===== src/rtl/stack_pkg.sv =====
// Shared types and constants for the RPN stack sequencer.
package stack_pkg;

  localparam int unsigned STACK_DEPTH = 128;
  localparam int unsigned DATA_W      = 8;

  typedef enum logic [2:0] {
    OP_PUSHI = 3'd0,
    OP_POP   = 3'd1,
    OP_ADD   = 3'd2,
    OP_SUB   = 3'd3,
    OP_AND   = 3'd4,
    OP_OR    = 3'd5,
    OP_XOR   = 3'd6,
    OP_DUP   = 3'd7
  } op_e;

  typedef enum logic [1:0] {
    ERR_OK      = 2'd0,
    ERR_UNDER   = 2'd1,
    ERR_OVER    = 2'd2,
    ERR_TIMEOUT = 2'd3
  } err_e;

  typedef enum logic [3:0] {
    ST_IDLE      = 4'd0,
    ST_POPA_REQ  = 4'd1,
    ST_POPA_WAIT = 4'd2,
    ST_POPB_REQ  = 4'd3,
    ST_POPB_WAIT = 4'd4,
    ST_EXEC      = 4'd5,
    ST_PUSH_REQ  = 4'd6,
    ST_PUSH_WAIT = 4'd7,
    ST_RESP      = 4'd8
  } state_e;

endpackage


===== src/rtl/stack_rpn_alu.sv =====
// Combinational binary-op unit: result = b op a (b is the deeper operand).
module stack_rpn_alu
  import stack_pkg::*;
#(
  parameter int unsigned W = DATA_W
) (
  input  logic [2:0]   op,
  input  logic [W-1:0] a,
  input  logic [W-1:0] b,
  output logic [W-1:0] result,
  output logic         carry,
  output logic         zero
);

  logic [W:0] sum;

  // Operation select; carry is add carry-out or subtract borrow, else 0
  always_comb begin
    sum    = '0;
    result = '0;
    carry  = 1'b0;
    case (op_e'(op))
      OP_ADD: begin
        sum    = {1'b0, b} + {1'b0, a};
        result = sum[W-1:0];
        carry  = sum[W];
      end
      OP_SUB: begin
        result = b - a;
        carry  = (a > b);
      end
      OP_AND:  result = b & a;
      OP_OR:   result = b | a;
      OP_XOR:  result = b ^ a;
      default: result = '0;
    endcase
    zero = (result == '0);
  end

endmodule


===== src/rtl/stack_rpn_sequencer.sv =====
// Turns RPN host commands into single-cycle push/pop transactions on an
// external stack, tracking depth locally so bad commands never reach it.
module stack_rpn_sequencer
  import stack_pkg::*;
#(
  parameter int unsigned DEPTH   = STACK_DEPTH,
  parameter int unsigned TIMEOUT = 15,
  parameter int unsigned W       = DATA_W
) (
  input  logic                   clk,
  input  logic                   rst,
  input  logic                   cmd_valid,
  output logic                   cmd_ready,
  input  logic [2:0]             cmd_op,
  input  logic [W-1:0]           cmd_imm,
  output logic                   rsp_valid,
  output logic [W-1:0]           rsp_data,
  output logic [1:0]             rsp_err,
  output logic                   rsp_zero,
  output logic                   rsp_carry,
  output logic                   stk_push,
  output logic                   stk_pop,
  output logic [W-1:0]           stk_wdata,
  input  logic [W-1:0]           stk_rdata,
  input  logic                   stk_done,
  output logic [$clog2(DEPTH):0] depth,
  output logic                   fault
);

  localparam int unsigned DW = $clog2(DEPTH) + 1;
  localparam int unsigned TW = $clog2(TIMEOUT + 1);

  state_e         state_q, state_d;
  op_e            op_q, op_d;
  err_e           rsp_err_q, rsp_err_d;
  logic [DW-1:0]  depth_q, depth_d;
  logic [TW-1:0]  timer_q, timer_d;
  logic [W-1:0]   a_q, a_d, b_q, b_d;
  logic [W-1:0]   stk_wdata_q, stk_wdata_d;
  logic [W-1:0]   rsp_data_q, rsp_data_d;
  logic           fault_q, fault_d;
  logic           zero_pend_q, zero_pend_d;
  logic           carry_pend_q, carry_pend_d;
  logic           push_cnt_q, push_cnt_d;
  logic           rsp_zero_q, rsp_zero_d;
  logic           rsp_carry_q, rsp_carry_d;
  logic           rsp_valid_q, rsp_valid_d;
  logic           cmd_ready_q, cmd_ready_d;
  logic           stk_push_q, stk_push_d;
  logic           stk_pop_q, stk_pop_d;

  op_e            acc_op;
  logic           underflow, overflow, in_wait, timed_out;
  logic [W-1:0]   alu_result;
  logic           alu_carry, alu_zero;

  stack_rpn_alu #(.W(W)) u_alu (
    .op     (op_q),
    .a      (a_q),
    .b      (b_q),
    .result (alu_result),
    .carry  (alu_carry),
    .zero   (alu_zero)
  );

  // Acceptance-time depth checks and wait-state timer status
  always_comb begin
    acc_op    = op_e'(cmd_op);
    underflow = 1'b0;
    overflow  = 1'b0;
    case (acc_op)
      OP_PUSHI: overflow = (depth_q >= DW'(DEPTH));
      OP_POP:   underflow = (depth_q == '0);
      OP_DUP: begin
        underflow = (depth_q == '0);
        overflow  = (depth_q >= DW'(DEPTH));
      end
      default:  underflow = (depth_q < DW'(2));
    endcase
    in_wait   = (state_q == ST_POPA_WAIT) || (state_q == ST_POPB_WAIT) ||
                (state_q == ST_PUSH_WAIT);
    timed_out = (timer_q >= TW'(TIMEOUT - 1));
  end

  // Next-state, datapath and registered-output computation
  always_comb begin
    state_d      = state_q;
    op_d         = op_q;
    rsp_err_d    = rsp_err_q;
    depth_d      = depth_q;
    timer_d      = timer_q;
    a_d          = a_q;
    b_d          = b_q;
    stk_wdata_d  = stk_wdata_q;
    rsp_data_d   = rsp_data_q;
    fault_d      = fault_q;
    zero_pend_d  = zero_pend_q;
    carry_pend_d = carry_pend_q;
    push_cnt_d   = push_cnt_q;
    rsp_zero_d   = rsp_zero_q;
    rsp_carry_d  = rsp_carry_q;

    unique case (state_q)
      ST_IDLE: begin
        if (cmd_valid && cmd_ready_q) begin
          op_d       = acc_op;
          push_cnt_d = 1'b0;
          if (underflow) begin
            rsp_err_d = ERR_UNDER;
            state_d   = ST_RESP;
          end else if (overflow) begin
            rsp_err_d = ERR_OVER;
            state_d   = ST_RESP;
          end else if (acc_op == OP_PUSHI) begin
            stk_wdata_d  = cmd_imm;
            zero_pend_d  = (cmd_imm == '0);
            carry_pend_d = 1'b0;
            state_d      = ST_PUSH_REQ;
          end else begin
            state_d = ST_POPA_REQ;
          end
        end
      end
      ST_POPA_REQ: begin
        timer_d = TW'(1);
        state_d = ST_POPA_WAIT;
      end
      ST_POPA_WAIT: begin
        if (stk_done) begin
          depth_d = depth_q - DW'(1);
          a_d     = stk_rdata;
          if (op_q == OP_POP) begin
            rsp_data_d  = stk_rdata;
            rsp_zero_d  = (stk_rdata == '0);
            rsp_carry_d = 1'b0;
            rsp_err_d   = ERR_OK;
            state_d     = ST_RESP;
          end else if (op_q == OP_DUP) begin
            stk_wdata_d  = stk_rdata;
            zero_pend_d  = (stk_rdata == '0);
            carry_pend_d = 1'b0;
            state_d      = ST_PUSH_REQ;
          end else begin
            state_d = ST_POPB_REQ;
          end
        end
      end
      ST_POPB_REQ: begin
        timer_d = TW'(1);
        state_d = ST_POPB_WAIT;
      end
      ST_POPB_WAIT: begin
        if (stk_done) begin
          depth_d = depth_q - DW'(1);
          b_d     = stk_rdata;
          state_d = ST_EXEC;
        end
      end
      ST_EXEC: begin
        stk_wdata_d  = alu_result;
        zero_pend_d  = alu_zero;
        carry_pend_d = alu_carry;
        state_d      = ST_PUSH_REQ;
      end
      ST_PUSH_REQ: begin
        timer_d = TW'(1);
        state_d = ST_PUSH_WAIT;
      end
      ST_PUSH_WAIT: begin
        if (stk_done) begin
          depth_d = depth_q + DW'(1);
          if ((op_q == OP_DUP) && !push_cnt_q) begin
            push_cnt_d = 1'b1;
            state_d    = ST_PUSH_REQ;
          end else begin
            rsp_data_d  = stk_wdata_q;
            rsp_zero_d  = zero_pend_q;
            rsp_carry_d = carry_pend_q;
            rsp_err_d   = ERR_OK;
            state_d     = ST_RESP;
          end
        end
      end
      ST_RESP:  state_d = ST_IDLE;
      default:  state_d = ST_IDLE;
    endcase

    // Shared watchdog for all wait states; a completion always wins
    if (in_wait && !stk_done) begin
      if (timed_out) begin
        fault_d   = 1'b1;
        rsp_err_d = ERR_TIMEOUT;
        state_d   = ST_RESP;
      end else begin
        timer_d = timer_q + TW'(1);
      end
    end

    stk_push_d  = (state_d == ST_PUSH_REQ);
    stk_pop_d   = (state_d == ST_POPA_REQ) || (state_d == ST_POPB_REQ);
    rsp_valid_d = (state_d == ST_RESP);
    cmd_ready_d = (state_d == ST_IDLE) && !fault_d;
  end

  // State and output registers
  always_ff @(posedge clk or posedge rst) begin
    if (rst) begin
      state_q      <= ST_IDLE;
      op_q         <= OP_PUSHI;
      rsp_err_q    <= ERR_OK;
      depth_q      <= '0;
      timer_q      <= '0;
      a_q          <= '0;
      b_q          <= '0;
      stk_wdata_q  <= '0;
      rsp_data_q   <= '0;
      fault_q      <= 1'b0;
      zero_pend_q  <= 1'b0;
      carry_pend_q <= 1'b0;
      push_cnt_q   <= 1'b0;
      rsp_zero_q   <= 1'b0;
      rsp_carry_q  <= 1'b0;
      rsp_valid_q  <= 1'b0;
      cmd_ready_q  <= 1'b1;
      stk_push_q   <= 1'b0;
      stk_pop_q    <= 1'b0;
    end else begin
      state_q      <= state_d;
      op_q         <= op_d;
      rsp_err_q    <= rsp_err_d;
      depth_q      <= depth_d;
      timer_q      <= timer_d;
      a_q          <= a_d;
      b_q          <= b_d;
      stk_wdata_q  <= stk_wdata_d;
      rsp_data_q   <= rsp_data_d;
      fault_q      <= fault_d;
      zero_pend_q  <= zero_pend_d;
      carry_pend_q <= carry_pend_d;
      push_cnt_q   <= push_cnt_d;
      rsp_zero_q   <= rsp_zero_d;
      rsp_carry_q  <= rsp_carry_d;
      rsp_valid_q  <= rsp_valid_d;
      cmd_ready_q  <= cmd_ready_d;
      stk_push_q   <= stk_push_d;
      stk_pop_q    <= stk_pop_d;
    end
  end

  assign cmd_ready = cmd_ready_q;
  assign rsp_valid = rsp_valid_q;
  assign rsp_data  = rsp_data_q;
  assign rsp_err   = rsp_err_q;
  assign rsp_zero  = rsp_zero_q;
  assign rsp_carry = rsp_carry_q;
  assign stk_push  = stk_push_q;
  assign stk_pop   = stk_pop_q;
  assign stk_wdata = stk_wdata_q;
  assign depth     = depth_q;
  assign fault     = fault_q;

endmodule


===== config.mk =====
export PLATFORM = sky130hd
export DESIGN_NAME = stack_rpn_sequencer
export DESIGN_NICKNAME = d
export VERILOG_FILES = /design/src/rtl/stack_pkg.sv /design/src/rtl/stack_rpn_alu.sv /design/src/rtl/stack_rpn_sequencer.sv
export SDC_FILE = /design/constraint.sdc
export NUM_CORES = 1
export LEC_CHECK = 0
export CORE_MARGIN = 1.5
export CORE_UTILIZATION = 41
export DETAILED_ROUTE_END_ITERATION = 12
export GPL_TIMING_DRIVEN = 1
export PLACE_DENSITY_LB_ADDON = 0.08
export SYNTH_ARGS = -nofsm -noshare
export SYNTH_HDL_FRONTEND = slang
export SYNTH_SLANG_ARGS = --single-unit

===== constraint.sdc =====
create_clock -name clk -period 6.39 [get_ports clk]
set_input_delay 0.639 -clock clk [delete_from_list [all_inputs] [get_ports clk]]
set_output_delay 0.639 -clock clk [all_outputs]
set_load 0.1 [all_outputs]

== After elaboration in Yosys (flattened, before gate mapping) ==
Index checks and enable logic that the tools add are counted.

* Flip-flop bits (word level): 63
* Bits of input ports: 23
* Output and inout port bits: 33
* Logic and storage cells: 173

* Add/sub/neg operators: 5
* $lt $le $gt $ge: 4
* Equality and inequality tests: 32
* Mux-type cells: 78
* Bitwise operators: 3
* Reduce and logical (&&, ||, !) cells: 32

{| class="wikitable"
|+ Operators by type and width
! operator !! count
|-
| $mux W8 || 13
|-
| $mux W4 || 13
|-
| $pmux W8 S5 || 1
|-
| $logic_not A8 Y1 || 4
|-
| $pmux W4 S8 || 1
|-
| $pmux W8 S2 || 2
|-
| $mux W1 || 28
|-
| $pmux W8 S3 || 1
|-
| $eq A4 B3 Y1 const B || 5
|-
| $mux W2 || 9
|-
| $ne A2 B2 Y1 const B || 8
|-
| $eq A3 B3 Y1 const B || 5
|-
| $eq A4 B2 Y1 const B || 3
|-
| $pmux W1 S2 || 5
|-
| $add A8 B8 Y9 || 1
|-
| $add A8 B1 Y8 const B || 1
|-
| $and A8 B8 Y8 || 1
|-
| $eq A4 B1 Y1 const B || 2
|-
| $ge A8 B8 Y1 const B || 1
|-
| $gt A8 B8 Y1 || 1
|-
| $logic_not A4 Y1 || 2
|-
| $lt A8 B2 Y1 const B || 1
|-
| $ne A2 B1 Y1 const B || 4
|-
| $or A8 B8 Y8 || 1
|-
| other kinds (24) || 41
|}

== Longest topological paths before layout ==
Gate-level depths: netlist of the first run.

* Depth in word-level cells: 11
* Depth in mapped cells: 12
* Mapped depth without buffers: 10

== Modules after synthesis ==
A second synthesis of the first run with hierarchy kept.

* Cells, all modules: 495
* Area total of the unflattened synthesis: 4520.6 sq um

{| class="wikitable"
|+ By module, submodules not included
! module !! instances !! cells each !! area each (sq um) !! sequential area each (sq um)
|-
| stack_rpn_sequencer || 1 || 328 || 3299.4 || 1577.8
|-
| stack_rpn_alu || 1 || 167 || 1221.2 || 0.0
|}

== Worst setup path after synthesis of the first run ==
OpenSTA, ideal clock, no wires.

* Path type: flip-flop to flip-flop
* Start point: reg state_q[2]
* End point: reg depth_q[7], in the netlist depth[7]
* Library setup time: 0.163 ns
* Data arrival time: 2.849 ns
* Setup slack: 3.378 ns
* Cell stages (with the launch flop): 13
* Path buffers: 2
* Clock period less this slack: 3.012 ns
* Path through: dfrtp_1 -> buf_2 -> nor2b_1 -> nand3_1 -> clkbuf_1 -> ha_1 -> a21o_1 -> a211oi_1 -> o21ai_0 -> o211ai_1 -> xor2_1 -> nor2_1 -> xor2_1

* Longest elaborated chain between the ends: 4
* Elaborated cells between the ends (all ways): 9
* Classes of those cells: eq/ne: 5; mux: 1; reduce/logical: 3

{| class="wikitable"
|+ Ends and longest elaborated chain
! item !! RTL line !! source
|-
| start: declaration || stack_rpn_sequencer.sv:33 || <nowiki>state_e state_q, state_d;</nowiki>
|-
| start signal: assignment || stack_rpn_sequencer.sv:228 || <nowiki>state_q <= state_d;</nowiki>
|-
| $eq A4 B2 Y1 / $eq A4 B3 Y1 (equally long branches) || stack_rpn_sequencer.sv:103 || <nowiki>unique case (state_q)</nowiki>
|-
| $reduce_or A2 Y1 (no source line) || n/a ||
|-
| $ne A2 B1 Y1 (no source line) / $reduce_bool A2 Y1 (equally long branches) || n/a ||
|-
| $reduce_and A3 Y1 (no source line) || n/a ||
|-
| end signal: assignment || stack_rpn_sequencer.sv:231 || <nowiki>depth_q <= depth_d;</nowiki>
|-
| end: declaration || stack_rpn_sequencer.sv:36 || <nowiki>logic [DW-1:0] depth_q, depth_d;</nowiki>
|}

Several ways; a longest one is shown, not always the timed one.
A chain may end at the register's enable or synchronous reset.

== Final worst setup path of the first run ==
Same ends and word-level chain as after synthesis.

==> qor.txt, run 1 <==
Share of synthesized area occupied by flip-flops and latches: 35.57%
Most heavily used metal layer in global routing: met1
Core Box Area: 10420 sq um
Largest family of logic cells by synthesized area: compound AO/OA/AOI/OAI gates
Die area: 11450 sq um
Number of warning messages in the yosys log: 0
Worst path most repeated cell: xor2_1
Clk Tree Root Cell: clkbuf_8
Xor and xnor fraction of the mapped netlist area: 2.567%
Per-cell via count in the routed design: 5.734
Proportion of synthesized area in mux cells: 9.506%
Layout overhead on the synthesized area: 19.80%
Height of the die: 107.0 um
Overall global routing resource usage: 21.49%
Area share of the largest cell type after synthesis: 34.98%
Number of nets at the end of the flow: 584
Clock latency on the worst-skew pair: 0.34 ns
Horizontal die dimension: 107.0 um
Number of flops mapped to enable cells by yosys: 0
CP Capture Type: flop
Status: complete, no violations
Number of cells produced by synthesis: 477
Per-cell routed wire length: 17.36 um
Adder-cell share of the synthesized area: 10.66%
Via total after detailed routing: 3819
Buffer levels on the longest clock path: 2
Top-level port count: 56
Met1 Usage GRT: 32.12%
Number of global-route vias before repair: 3711
Cell with the largest stage delay on the worst path: dfrtp_1
Number of antenna violations at the first check in global routing: 0
Number of max-cap violations: 0
Delay contributed by the slowest stage of the critical path: 0.56 ns
Maximum net fanout on the critical path: 21
Count of hold-fix buffers inserted at cts: 0
Largest net degree at the start of global routing: 64
CP Class: reg2reg
Met3 track utilization from global routing: 3.769%
Initial DRC Count: 233
Inserted Clock Buffers: 9
Ratio of final minimum period to clock period: 45.31%
Remaining max-slew budget at the tightest pin: 34.34%
RSZ-0062 raised after global routing: false
Proportion of synthesized flip-flops having asynchronous set or reset: 100.0%
Worst path bufs/invs: 1
Number of H-tree levels: 3
Cell variety after synth: 63
Top-count cell post-synth: dfrtp_1
Wire length of the first global-routing pass: 19340 um
Final critical delay including setup and external delays: 2.895 ns
Number of failing hold endpoints at the final stage: 0
Routability Congestion: 0.8767
Final Skew: 0.007434 ns
Fraction of the mapped netlist area in compound gates: 20.85%
Clk slew on worst S/H paths: 0.07 ns
Leading post-synthesis cells by cell area: dfrtp_1, ha_1, mux2_2
Final count of negative-setup-slack endpoints: 0
Effective utilization at floorplan: 42.58%
Worst endpoint required time: 6.62 ns
Crit-path leading delay family: compound AO/OA/AOI/OAI gates
Data arrival, critical path: 3.12 ns
Largest area contributor in the synthesized netlist: dfrtp_1
Transition at the pin with the smallest max-transition slack: 0.9818 ns
Mapped Area: 4436 sq um
Syn Area/Cell: 9.299 sq um
DR DRC count: 0
Min-Delay Path Class: reg2reg
Ordered list of cells on the worst path: nor2b_1, nand3_1, buf_4, ha_1, a21o_1, a211oi_1, o21ai_0, o211ai_1, xor2_1, nor2_1, xor2_1
First-pass DRT Iterations: 4
Standard-cell row count: 37
Count of inserted antenna diode cells: 0
List of most frequent post-synthesis cells: dfrtp_1, a21oi_1, nor2_1
Number of nets with antenna violations after detailed routing: 0
Most used DFF post-synth: dfrtp_1
Count of state elements after synthesis: 63
Final Routed Wirelength: 11570 um
TritonCTS Sinks: 63
Upper clock frequency limit: 0.3454 GHz
# resized after CTS: 0
Clock tree from TritonCTS: done
Remaining global-route overflow: 0
Number of slew-limit violations in the final report: 0
Synthesized-area fraction occupied by and/or/nand/nor cells: 15.80%
Port buffer count: 55
Sum of negative setup slack: 0 ns
Post-Synthesis Net Count: 536
Global-route track usage on met2: 31.00%
CP startpoint kind: flop
Post CTS Setup Buffer Count: 0
Layout cell share with drive strength beyond 1: 10.19%
HPWL after DPL: 8367 um
==> logic make-up after synthesis <==
kind of cell,after synthesis
compound gates,140
simple gates,134
flops,63
buf+inv,52
mux,39
fa+ha+maj,36
xor+xnor,13
==> path summary, 6_finish.rpt <==
| kind | startpoint | to | slack, ns | depth (start not counted) |
|---|---|---|---|---|
| max in group asynchronous | rst | timer_q[2] | 4.99 | 3 |
| min | push_cnt_q | push_cnt_q | 0.50 | 1 |
| min in group asynchronous | rst | rsp_data[6] | 0.85 | 3 |
| max reg2reg | state_q[2] | depth[7] | 3.49 | 11 |
| max | state_q[2] | depth[7] | 3.49 | 11 |
| min reg2reg | push_cnt_q | push_cnt_q | 0.50 | 1 |
==> placed cells by master (no fill, tap or decap), drive strengths merged, types with 3 or more instances in the layout <==
cell           instances
a211oi                 6
a21o                   6
a21oi                 39
a22oi                  9
and3                   5
buf                    3
clkbuf                14
clkdlybuf4s50         55
dfrtp                 62
fa                     3
ha                    33
inv                   31
mux2                  25
mux2i                 14
nand2                 28
nand2b                 5
nand3                 13
nor2                  40
nor2b                  7
nor3                  12
nor4                   8
o211ai                 9
o21ai                 34
o21bai                 4
o221ai                 5
o22ai                  4
o31ai                  3
or3                    7
xnor2                  6
xor2                   7
==> layer usage <==
metal  up-vias  share of wire (%)
li1       1834                  -
met1      1869                 51
met2       105                 43
met3        11                4.0
met4         0                1.3
met5         -                  0
==> flip-flops by register name, summed over array words and instances (netlist names), 2 cells and up <==
register	cells
timer_q	4
a_q	8
rsp_data	8
rsp_err	2
stk_wdata	8
state_q	4
depth	8
b_q	8
op_q	3
==> layout make-up <==
cell class              count  area, sq um
clock buffers              14        182.7
clock inverters             2        60.06
fillers                   998         5102
inverters                  31        116.4
multi-input cells         362         2634
flip-flops and latches     63         1578
well taps                 136        170.2
repair buffers             58        573.1
==> per-stage QoR <==
| step | setup WS (ns) | area, sq um | hold WS (ns) | utilization, % | std cells |
|---|---|---|---|---|---|
| 3_5_place_dp | 3.519 | 5071 | 0.4847 | 48.68 | 650 |
| 3_3_place_gp | 3.518 | 5071 | 0.4795 | 48.68 | 650 |
| 5_1_grt | 3.285 | 5314 | 0.5187 | 51.02 | 666 |
| 4_1_cts | 3.516 | 5314 | 0.5013 | 51.02 | 666 |
| 2_1_floorplan | 3.378 | 4436 | 0.4587 | - | 477 |
| 6_report | 3.495 | 5314 | 0.4995 | 51.02 | 666 |
Power of run 1 is not shown: default switching activity piles up to over one toggle a cycle in this logic, so the estimate is an artifact.
==> run 2: changes to the inputs <==
==> constraint.sdc (replaced) <==
create_clock -name clk -period 2.4 [get_ports clk]
set_input_delay 0.24 -clock clk [delete_from_list [all_inputs] [get_ports clk]]
set_output_delay 0.24 -clock clk [all_outputs]
set_load 0.1 [all_outputs]
==> run 2 against run 1 <==
Maximum frequency rose by 26%. Critical path type unchanged. Final area up 7.3%. Clock skew hardly changed. Register-to-register slack got worse by 3.4 ns.
==> qor.txt, run 2 (same netlist as run 1, synthesis figures left out) <==
Buffer levels on the longest clock path: 2
Data arrival, critical path: 2.53 ns
Clock tree from TritonCTS: done
HPWL after DPL: 9436 um
Port buffer count: 55
Number of slew-limit violations in the final report: 0
CP Class: reg2reg
Effective utilization at floorplan: 42.58%
Remaining global-route overflow: 0
Core Box Area: 10420 sq um
Ratio of final minimum period to clock period: 96.03%
Layout filler cell count: 948
Ordered list of cells on the worst path: inv_1, ha_4, nor3_4, o31ai_4, o211a_1, a211oi_1, a211oi_1, buf_4, and4b_1, a32o_1
Clk slew on worst S/H paths: 0.07 ns
Worst path bufs/invs: 2
CP Capture Type: flop
Horizontal die dimension: 107.0 um
Count of hold-fix buffers inserted at cts: 0
Die area: 11450 sq um
Height of the die: 107.0 um
Remaining max-slew budget at the tightest pin: 63.91%
Largest net degree at the start of global routing: 64
Per-cell routed wire length: 17.26 um
Status: complete, no violations
Layout overhead on the synthesized area: 28.58%
Per-cell via count in the routed design: 5.596
Number of failing hold endpoints at the final stage: 0
Number of nets with antenna violations after detailed routing: 0
CP startpoint kind: flop
First-pass DRT Iterations: 6
Clk Tree Root Cell: clkbuf_8
TritonCTS Sinks: 63
Final Skew: 0.007068 ns
Worst path most repeated cell: a211oi_1
Cell with the largest stage delay on the worst path: dfrtp_1
Sum of negative setup slack: 0 ns
DR DRC count: 0
Via total after detailed routing: 4012
Top-level port count: 56
Min-Delay Path Class: in2async
Number of max-cap violations: 0
Crit-path leading delay family: compound AO/OA/AOI/OAI gates
Delay contributed by the slowest stage of the critical path: 0.37 ns
Number of H-tree levels: 3
Number of nets at the end of the flow: 635
Maximum net fanout on the critical path: 3
Layout cell share with drive strength beyond 1: 28.23%
Inserted Clock Buffers: 9
Commonest non-fill, non-tap cells in the layout: buf_4, dfrtp_1, nor2_1, a21oi_1, ha_1
Final critical delay including setup and external delays: 2.305 ns
Standard-cell row count: 37
Count of inserted antenna diode cells: 0
Final count of negative-setup-slack endpoints: 0
Overall global routing resource usage: 22.74%
Commonest non-fill, non-tap cell in the layout: buf_4
Final Routed Wirelength: 12380 um
Transition at the pin with the smallest max-transition slack: 0.5399 ns
Routability Congestion: 0.8731
Number of global-route vias before repair: 3806
Initial DRC Count: 235
Clock latency on the worst-skew pair: 0.34 ns
RSZ-0062 raised after global routing: true
Upper clock frequency limit: 0.4339 GHz
Number of antenna violations at the first check in global routing: 0
Wire length of the first global-routing pass: 20060 um
Worst endpoint required time: 2.63 ns
[run 2: repair_timing]
action / 4_1_cts / 5_1_grt
resized for setup: 4 / 28
cloned: 0 / 0
buffers inserted: 0 / 1
endpoints found under the setup margin: 2 / 7
pin swaps: 1 / 6
[run 2: area by class of cell]
cell class | instances | area, sq um | area share, %
Multi-Input combinational cell | 362 | 2791 | 48.95
Sequential cell | 63 | 1582 | 27.73
Timing Repair Buffer | 109 | 885.9 | 15.53
Tap cell | 136 | 170.2 | 2.984
Clock buffer | 12 | 135.1 | 2.369
Inverter | 31 | 116.4 | 2.040
Clock inverter | 4 | 22.52 | 0.3949
[run 2: path summary, 6_finish.rpt]
check | start | to | slack (ns) | depth (start not counted)
max in group asynchronous | rst | cmd_ready | 1.81 | 3
worst max register to register | a_q[1] | zero_pend_q | 0.1 | 10
worst min register to register | push_cnt_q | push_cnt_q | 0.50 | 1
worst min-delay path | rst | rsp_data[0] | 0.28 | 3
worst max-delay path | a_q[1] | zero_pend_q | 0.1 | 10
min in group clk | push_cnt_q | push_cnt_q | 0.50 | 1
[run 2: routing by layer]
layer,GRT usage [%],vias to the layer above,part of all wire (%)
met5,0,-,0
met4,6.571,0,1.1
met3,4.559,10,5.8
met2,34.29,137,45
met1,32.86,1928,48
li1,-,1937,-
[run 2: worst reg2reg max path, cell delays in order (launching register included)]
cell and delay [ns]:
dfrtp_1 0.37, inv_1 0.14, ha_4 0.24, nor3_4 0.25, o31ai_4 0.12, o211a_1 0.21, a211oi_1 0.22, a211oi_1 0.07
buf_4 0.15, and4b_1 0.17, a32o_1 0.25
[run 2: through the flow]
stage	hold slack, ns	std cells	setup WS [ns]	util (%)	area [sq um]
detailed placement	0.4809	700	-0.1028	51.88	5404
floorplan	0.3904	477	0.03392	-	4494
CTS	0.2866	716	0.0002995	53.56	5579
global placement	0.4767	700	-0.04223	51.88	5404
finish	0.2762	717	0.09539	54.75	5703
global route	0.3153	717	-0.03380	54.75	5703
Power of run 2 is left out for the same reason.
==> run 3: changes to the inputs <==
--- a/config.mk
+++ b/config.mk
@@ -9,7 +9,7 @@
 export CORE_UTILIZATION = 41
 export DETAILED_ROUTE_END_ITERATION = 12
 export GPL_TIMING_DRIVEN = 1
-export PLACE_DENSITY_LB_ADDON = 0.08
+export SKIP_CTS_REPAIR_TIMING = 1
 export SYNTH_ARGS = -nofsm -noshare
 export SYNTH_HDL_FRONTEND = slang
 export SYNTH_SLANG_ARGS = --single-unit
==> run 3 against run 2 <==
Via count fell by 0.42%. Final cell count fell by 0.14%. Maximum frequency fell by 1.1%. Sequential share of layout area fell by 0.53 points. Wire length rose by 1.3%. First-iteration DRC count fell by 13%. Critical endpoint unchanged. Clock-buffer cell count fell by 1. Utilization rose by 1.2 points. Register-to-register slack got worse by 0.03 ns. Sequential cell count did not move. Final area rose by 2.1%.
==> qor.txt, run 3 (same netlist as run 1, synthesis figures left out) <==
Remaining global-route overflow: 0
Delay contributed by the slowest stage of the critical path: 0.42 ns
Via total after detailed routing: 3995
Horizontal die dimension: 107.0 um
CP Class: reg2reg
Transition at the pin with the smallest max-transition slack: 0.5893 ns
Clock tree from TritonCTS: done
Layout filler cell count: 949
Count of inserted antenna diode cells: 0
Crit-path leading delay family: compound AO/OA/AOI/OAI gates
Ordered list of cells on the worst path: inv_2, ha_4, fa_2, o21bai_1, a21oi_2, xnor2_1, o221ai_2, and4b_1, a32o_1
Data arrival, critical path: 2.56 ns
Count of placed standard cells including taps: 697
Final Skew: 0.01575 ns
Effective utilization at floorplan: 42.58%
Die area: 11450 sq um
Upper clock frequency limit: 0.4293 GHz
Number of nets with antenna violations after detailed routing: 0
Clk slew on worst S/H paths: 0.08 ns
Number of H-tree levels: 3
Top-level port count: 56
Layout cell share with drive strength beyond 1: 30.52%
Per-cell via count in the routed design: 5.580
Clock latency on the worst-skew pair: 0.35 ns
TritonCTS Sinks: 63
Standard-cell row count: 37
Core Box Area: 10420 sq um
Commonest non-fill, non-tap cell in the layout: buf_4
Number of max-cap violations: 0
Clk Tree Root Cell: clkbuf_8
Routability Congestion: 0.9436
Number of global-route vias before repair: 3967
Final Routed Wirelength: 12540 um
Worst endpoint required time: 2.63 ns
CP startpoint kind: flop
Final count of negative-setup-slack endpoints: 0
Maximum net fanout on the critical path: 3
CP Capture Type: flop
Largest net degree at the start of global routing: 42
Number of antenna violations at the first check in global routing: 0
Initial DRC Count: 205
Fin cells: 716
Port buffer count: 55
Layout overhead on the synthesized area: 31.28%
Number of failing hold endpoints at the final stage: 0
Final core occ: 55.90%
Buffer levels on the longest clock path: 2
Min-Delay Path Class: in2async
Inserted Clock Buffers: 9
Per-cell routed wire length: 17.52 um
Height of the die: 107.0 um
Overall global routing resource usage: 23.19%
Number of nets at the end of the flow: 634
Worst path bufs/invs: 1
Final critical delay including setup and external delays: 2.330 ns
Ratio of final minimum period to clock period: 97.07%
Wire length of the first global-routing pass: 20510 um
Remaining max-slew budget at the tightest pin: 60.30%
RSZ-0062 raised after global routing: true
Cell with the largest stage delay on the worst path: dfrtp_1
Commonest non-fill, non-tap cells in the layout: buf_4, dfrtp_1, nor2_1, a21oi_1
Status: complete, no violations
First-pass DRT Iterations: 5
Sum of negative setup slack: 0 ns
HPWL after DPL: 9537 um
DR DRC count: 0
Number of slew-limit violations in the final report: 0
==> run 3: worst paths after layout <==
kind,endpoint,slack [ns],depth (start not counted),start
max in group asynchronous,a_q[7],1.54,3,rst
setup / recovery,zero_pend_q,0.07,9,b_q[0]
hold reg to reg,push_cnt_q,0.50,1,push_cnt_q
setup reg to reg,zero_pend_q,0.07,9,b_q[0]
min in group clk,push_cnt_q,0.50,1,push_cnt_q
hold / removal,rsp_carry,0.24,2,rst
==> run 3: layout make-up <==
class | instances | area (sq um) | area share, %
well taps | 136 | 170.2 | 2.922
repair buffers | 108 | 882.1 | 15.15
clock inverters | 5 | 57.56 | 0.9884
flip-flops and latches | 63 | 1584 | 27.20
clock buffers | 11 | 141.4 | 2.428
inverters | 31 | 118.9 | 2.041
multi-input cells | 362 | 2869 | 49.27
==> run 3: routing by layer <==
metal	wire length [um]	GRT usage [%]	up-vias
met5	0	0	-
met4	227	7.810	0
met3	598	4.985	21
met2	5648	34.66	99
met1	6067	33.13	1945
li1	-	-	1930
==> run 3: stage by stage <==
stage | area (sq um) | worst slack, ns | hold slack [ns]
4_1_cts | 5580 | -0.1712 | 0.2570
2_1_floorplan | 4494 | 0.03392 | 0.3904
3_3_place_gp | 5381 | -0.08382 | 0.4693
5_1_grt | 5823 | -0.04992 | 0.2833
6_report | 5823 | 0.07039 | 0.2443
3_5_place_dp | 5381 | -0.1242 | 0.4776
Power of run 3 is left out for the same reason.
